File: config.mk
export PLATFORM = sky130hd
export DESIGN_NAME = fft_result_reader
export DESIGN_NICKNAME = d
export VERILOG_FILES = /design/src/rtl/fft_pkg.sv /design/src/rtl/axis_skid_fifo.sv /design/src/rtl/fft_result_reader.sv
export SDC_FILE = /design/constraint.sdc
export NUM_CORES = 1
export LEC_CHECK = 0
export ABC_AREA = 0
export ABC_CLOCK_PERIOD_IN_PS = 2700
export CORE_AREA = 2 2 99 101
export CTS_BUF_LIST = sky130_fd_sc_hd__clkbuf_8 sky130_fd_sc_hd__clkbuf_16
export DETAILED_ROUTE_END_ITERATION = 10
export DIE_AREA = 0 0 101 103
export PLACE_DENSITY = 0.79
export SLEW_MARGIN = 30
export SYNTH_ARGS = -nofsm -noshare
export SYNTH_HDL_FRONTEND = slang
export SYNTH_SLANG_ARGS = --single-unit
File: constraint.sdc
create_clock -name clk_i -period 2.7 [get_ports clk_i]
set_input_delay 0.675 -clock clk_i [delete_from_list [all_inputs] [get_ports clk_i]]
set_output_delay 0.675 -clock clk_i [all_outputs]
set_load 0.01 [all_outputs]
File: src/rtl/fft_pkg.sv
// Shared FFT definitions: frame geometry helpers, address bit reversal, reader states.
package fft_pkg;

    // Complex samples are packed two per BRAM word.
    function automatic int unsigned ramlen_f(input int unsigned points);
        return points / 2;
    endfunction

    // Word address width for a frame of 2**stages points.
    function automatic int unsigned ramaddr_f(input int unsigned stages);
        return stages - 1;
    endfunction

    // Reverse the low 'width' bits of value; bits above width are returned as 0.
    function automatic logic [31:0] bit_reverse(input logic [31:0] value, input int unsigned width);
        logic [31:0] r;
        r = '0;
        for (int i = 0; i < 32; i++) begin
            if (i < int'(width)) begin
                r[5'(i)] = value[5'(int'(width) - 1 - i)];
            end
        end
        return r;
    endfunction

    // Result reader states.
    typedef logic [1:0] reader_state_t;
    localparam reader_state_t ST_IDLE  = 2'd0;
    localparam reader_state_t ST_READ  = 2'd1;
    localparam reader_state_t ST_DRAIN = 2'd2;
    localparam reader_state_t ST_DONE  = 2'd3;

endpackage

File: src/rtl/axis_skid_fifo.sv
// Two-entry stream buffer: head register drives the stream, skid register absorbs one extra word.
module axis_skid_fifo #(
    parameter int unsigned WIDTH = 33
) (
    input  logic             clk,
    input  logic             rst_n,
    input  logic             push,
    input  logic [WIDTH-1:0] push_data,
    output logic             out_valid,
    output logic [WIDTH-1:0] out_data,
    input  logic             out_ready,
    output logic [1:0]       count_c
);

    logic             skid_valid;
    logic [WIDTH-1:0] skid_data;
    logic             pop;

    assign pop     = out_valid & out_ready;
    assign count_c = {1'b0, out_valid} + {1'b0, skid_valid};

    // Head/skid update; the caller never pushes into a full buffer.
    always_ff @(posedge clk) begin
        if (!rst_n) begin
            out_valid  <= 1'b0;
            out_data   <= '0;
            skid_valid <= 1'b0;
            skid_data  <= '0;
        end else begin
            case ({push, pop})
                2'b10: begin
                    if (!out_valid) begin
                        out_valid <= 1'b1;
                        out_data  <= push_data;
                    end else begin
                        skid_valid <= 1'b1;
                        skid_data  <= push_data;
                    end
                end
                2'b01: begin
                    if (skid_valid) begin
                        out_data   <= skid_data;
                        skid_valid <= 1'b0;
                    end else begin
                        out_valid <= 1'b0;
                    end
                end
                2'b11: begin
                    if (skid_valid) begin
                        out_data  <= skid_data;
                        skid_data <= push_data;
                    end else begin
                        out_data <= push_data;
                    end
                end
                default: ;
            endcase
        end
    end

endmodule

File: src/rtl/fft_result_reader.sv
// Unloads a finished FFT frame from BRAM port B and streams it as AXI4-Stream beats.
module fft_result_reader
    import fft_pkg::*;
#(
    parameter int unsigned POINTS    = 1024,
    parameter int unsigned STAGES    = 10,
    parameter int unsigned WORDLEN   = 32,
    parameter int unsigned MAXSHIFTS = 8,
    parameter int unsigned BITREV    = 1
) (
    input  logic                 clk_i,
    input  logic                 rstn_i,
    input  logic                 start_i,
    input  logic [MAXSHIFTS-1:0] shifts_i,
    output logic                 bram_en_o,
    output logic                 bram_we_o,
    output logic [STAGES-2:0]    bram_addr_o,
    output logic [WORDLEN-1:0]   bram_wdata_o,
    input  logic [WORDLEN-1:0]   bram_rdata_i,
    output logic [WORDLEN-1:0]   m_axis_tdata,
    output logic [MAXSHIFTS-1:0] m_axis_tuser,
    output logic                 m_axis_tlast,
    output logic                 m_axis_tvalid,
    input  logic                 m_axis_tready,
    output logic                 busy_o,
    output logic                 done_o
);

    localparam int unsigned RAMLEN = ramlen_f(POINTS);
    localparam int unsigned ADDR_W = ramaddr_f(STAGES);
    localparam logic [ADDR_W-1:0] LAST_ADDR = ADDR_W'(RAMLEN - 1);

    reader_state_t        state, state_next;
    logic [ADDR_W-1:0]    cnt, cnt_next;
    logic [ADDR_W-1:0]    cap_cnt;
    logic                 inflight;
    logic                 issue;
    logic                 pop;
    logic                 credit_ok;
    logic [1:0]           occ;
    logic [MAXSHIFTS-1:0] tuser;
    logic                 busy;
    logic                 done;

    // A new read may issue only if its word is guaranteed a FIFO slot on arrival.
    assign pop       = m_axis_tvalid & m_axis_tready;
    assign credit_ok = ({1'b0, occ} + {2'b00, inflight} - {2'b00, pop}) < 3'd2;

    // Next-state, read issue and address counter.
    always_comb begin
        state_next = state;
        cnt_next   = cnt;
        issue      = 1'b0;
        case (state)
            ST_IDLE: begin
                if (start_i) begin
                    state_next = ST_READ;
                    cnt_next   = '0;
                end
            end
            ST_READ: begin
                if (credit_ok) begin
                    issue = 1'b1;
                    if (cnt == LAST_ADDR) begin
                        state_next = ST_DRAIN;
                    end else begin
                        cnt_next = cnt + 1'b1;
                    end
                end
            end
            ST_DRAIN: begin
                if (!inflight && (occ == {1'b0, pop})) begin
                    state_next = ST_DONE;
                end
            end
            ST_DONE: begin
                state_next = ST_IDLE;
            end
            default: begin
                state_next = ST_IDLE;
            end
        endcase
    end

    // State, counters, in-flight tracking and registered status.
    always_ff @(posedge clk_i) begin
        if (!rstn_i) begin
            state    <= ST_IDLE;
            cnt      <= '0;
            cap_cnt  <= '0;
            inflight <= 1'b0;
            tuser    <= '0;
            busy     <= 1'b0;
            done     <= 1'b0;
        end else begin
            state    <= state_next;
            cnt      <= cnt_next;
            inflight <= issue;
            if (state == ST_IDLE && start_i) begin
                tuser   <= shifts_i;
                cap_cnt <= '0;
            end else if (inflight) begin
                cap_cnt <= cap_cnt + 1'b1;
            end
            busy <= (state_next != ST_IDLE);
            done <= (state_next == ST_DONE);
        end
    end

    // Output buffer carries the data word plus its tlast flag.
    axis_skid_fifo #(
        .WIDTH (WORDLEN + 1)
    ) u_fifo (
        .clk       (clk_i),
        .rst_n     (rstn_i),
        .push      (inflight),
        .push_data ({(cap_cnt == LAST_ADDR), bram_rdata_i}),
        .out_valid (m_axis_tvalid),
        .out_data  ({m_axis_tlast, m_axis_tdata}),
        .out_ready (m_axis_tready),
        .count_c   (occ)
    );

    assign bram_en_o    = issue;
    assign bram_we_o    = 1'b0;
    assign bram_wdata_o = '0;
    assign bram_addr_o  = (BITREV != 0) ? ADDR_W'(bit_reverse(32'(cnt), ADDR_W)) : cnt;
    assign m_axis_tuser = tuser;
    assign busy_o       = busy;
    assign done_o       = done;

endmodule

==> flow_summary_export.csv <==
group,metric,value,unit
sta,period_needed,2620,ps
cts,clk_latency,360,ps
synth,synth_mux_area_frac,0.103,
sta,finalSetupViolCount,0,
pwr,power_density,525,nW/um2
setup_path,critPathCaptureType,"flop",
placement,placed_cell_area,5300,um2
placement,io_buffer_count,97,
synth,synth_area_leader_cell,"dfxtp_1",
synth,synth_cell_types,38,
setup_path,crit_path_top_delay_cell,"or4_4",
synth,netlist_top_cells_area,"dfxtp_1 46%, mux2i_1 10%, nand2_1 6.4%, a211oi_1 5.8%, buf_4 5.8%",
layout,final_area,5550,um2
setup_path,cp.required,3000,ps
pwr,vdd_drop_max,0.423,mV
setup_path,criticalPathCategory,"reg -> reg",
route,drtAntennaViolNets,0,
floorplanning,ioPinCount,131,
synth,ys_ff_latch,99,
synth,syn_inst,484,
floorplanning,start_util,0.451,
sta,fmax,382,MHz
route,vias_per_cell,5.04,
global_routing,grt_first_pass_wirelength,14.4,mm
synth,synth_top_area_frac,0.465,
synth,yosysSeqAreaShare,0.465,
cts,ctsRootBufferMaster,"clkbuf_8",
pwr,p_leak,1.97,nW
synth,synthAdderAreaFrac,0.0176,
floorplanning,num_rows,36,
route,drt_iter0_markers,111,
placement,dp_worst_setup_slack,-679,ps
cts,cts_sinks,99,
outcome,status,"completed",
placement,place.gp.congestion,0.762,
cts,clk_pin_slew,100,ps
synth,yosys_warnings,0,
layout,syn2layout_area_growth,30.1,%
sta,finalCritPeriodShare,0.970,
synth,synth_area_per_cell,8.81,um2
route,wl,9.17,mm
synth,netlist_area,4260,um2
cts,cts_buffer_depth,2,
synth,synth_compound_area_frac,0.134,
layout,drive_gt1_frac,0.0906,
floorplanning,core-area,9460,um2
setup_path,critPathMaxFanout,7,
setup_path,slowest_delay,500,ps
setup_path,start_kind,"flop",
route,vias,3520,
route,drc,0,
floorplanning,die_x,101,um
worst_hold_path,hold_path_class,"reg -> reg",
sta,maxSlewHeadroom,0.664,
cts,h-tree-depth,3,
global_routing,grt_pass1_vias,3267,
layout,mostFrequentLayoutCell,"dfxtp_1",
route,dr.pass1.iters,4,
cts,cts_hold_buf,0,
sta,hold_violations,0,
global_routing,track_usage,0.173,
sta,final_max_slew_viol_count,0,
layout,final_cell_mix,"97 x dfxtp_1, 95 x clkdlybuf4s50_1, 72 x nand2_1",
sta,fin_ws,81.2,ps
layout,utilization,0.586,
setup_path,crit_arrival,2920,ps
sta,worst_pin_slew,503,ps
layout,antenna_cells,0,
layout,nets,630,
global_routing,antenna_found_initial,0,
floorplanning,fp.dieH,103,um
cts,cts-buffers-inserted,9,
setup_path,path_cells,"ha_4, xor2_2, nor2b_1, ha_1, a21o_1, buf_4, a221o_2, or4_4, a21oi_2",
synth,yosys.area_share.simple,0.167,
placement,hpwl,6.35,mm
synth,yosys.area_share.xor_xnor,0.0185,
cts,cts_tree,"built",
global_routing,grt-ovfl-total,0,
sta,finalClockSkew,9.94,ps
global_routing,grt_max_degree,63,
synth,synth_top_family_by_area,"simple AND/OR/NAND/NOR gates",
pwr,power.total,2.91,mW
run,maxCapViolCount,0,
route,routedWlPerCell,13.1,um
floorplanning,die-area,10400,um2
[Yosys cell counts (all sizes together)]
library cell	instances
a311oi	1
nor3	2
xor2	8
conb	1
a21oi	45
dfxtp	99
inv	4
nand3b	1
and4	2
xnor2	1
nor2	62
a22oi	2
o21ai	6
clkbuf	19
nand2b	4
mux2i	44
or4	2
nand2	73
buf	44
a211oi	33
a21o	1
or3	4
nor2b	4
and3	3
ha	6
o31ai	2
nand3	6
nor4b	1
nand4	2
o21bai	1
a221o	1
[cell type report]
class	count	area [um2]
multi-input combinational	350	2070
timing repair buffer	116	1140
sequential	99	1980
fill	848	3910
clock buffer	10	138
tap	114	143
clock inverter	6	55.1
inverter	4	15.0
[worst max-delay path: cells and delay by family, from the launching register on]
kind                     cells  cell delay, ps
flip-flops                   1             350
XOR/XNOR                     1             170
AND/OR/NAND/NOR              2             640
AO/OA/AOI/OAI                3             730
adder cells (fa/ha/maj)      2             500
buffers and inverters        1             150
[final timing paths]
kind	start	end	slack [ps]	cells after the start
max	u_fifo.skid_valid	cnt[5]	80	9
min	u_fifo.skid_data[1]	u_fifo.skid_data[1]	460	2
max reg2reg	u_fifo.skid_valid	cnt[5]	80	9
min reg2reg	u_fifo.skid_data[1]	u_fifo.skid_data[1]	460	2
[state kept, by name (all words and copies together) (netlist names)]
| signal | cells |
|---|---|
| cnt | 9 |
| inflight | 1 |
| u_fifo.skid_valid | 1 |
| busy_o | 1 |
| state | 2 |
| m_axis_tuser | 8 |
| u_fifo.out_valid | 1 |
| u_fifo.out_data | 33 |
| done_o | 1 |
| u_fifo.skid_data | 33 |
| cap_cnt | 9 |
[per-stage QoR]
| step | hold slack [ps] | instances | setup TNS, ps |
|---|---|---|---|
| global route | 480 | 699 | -7.89 |
| detailed placement | 448 | 682 | -5930 |
| floorplan | 436 | 516 | 0 |
| CTS | 462 | 699 | 0 |
| finish | 458 | 699 | 0 |
| global placement | 441 | 682 | -4900 |
[kinds of logic (layout without fill, tap and decap cells)]
kind of cell,after synthesis,after routing
AND/OR/NAND/NOR,166,166
flip-flops,99,99
AO/OA/AOI/OAI,92,92
buffers and inverters,67,136
multiplexers,44,44
XOR/XNOR,9,9
adder cells (fa/ha/maj),6,6
other,1,33
[routing by layer]
metal	share of wire	track usage	vias up
met1	0.42	0.192	1631
met2	0.51	0.316	104
met4	0.0094	0.0572	0
li1	-	-	1776
met3	0.065	0.0549	9
met5	0	0	-
[where the power goes]
part / leakage (nW) / internal [mW] / switching (mW)
clock network: 0.0994 / 0.379 / 0.534
registers: 0.805 / 1.51 / 0.0315
logic: 1.07 / 0.237 / 0.217
total: 1.97 / 2.13 / 0.782
[repair_timing]
| action | CTS | global route |
|---|---|---|
| setup buffers | 1 | 0 |
| pin swaps | 2 | 5 |
| gates cloned | 0 | 0 |
| gates resized for setup | 9 | 12 |
| setup endpoints to repair | 10 | 6 |
No activity file was read; power rests on OpenSTA's default activity.
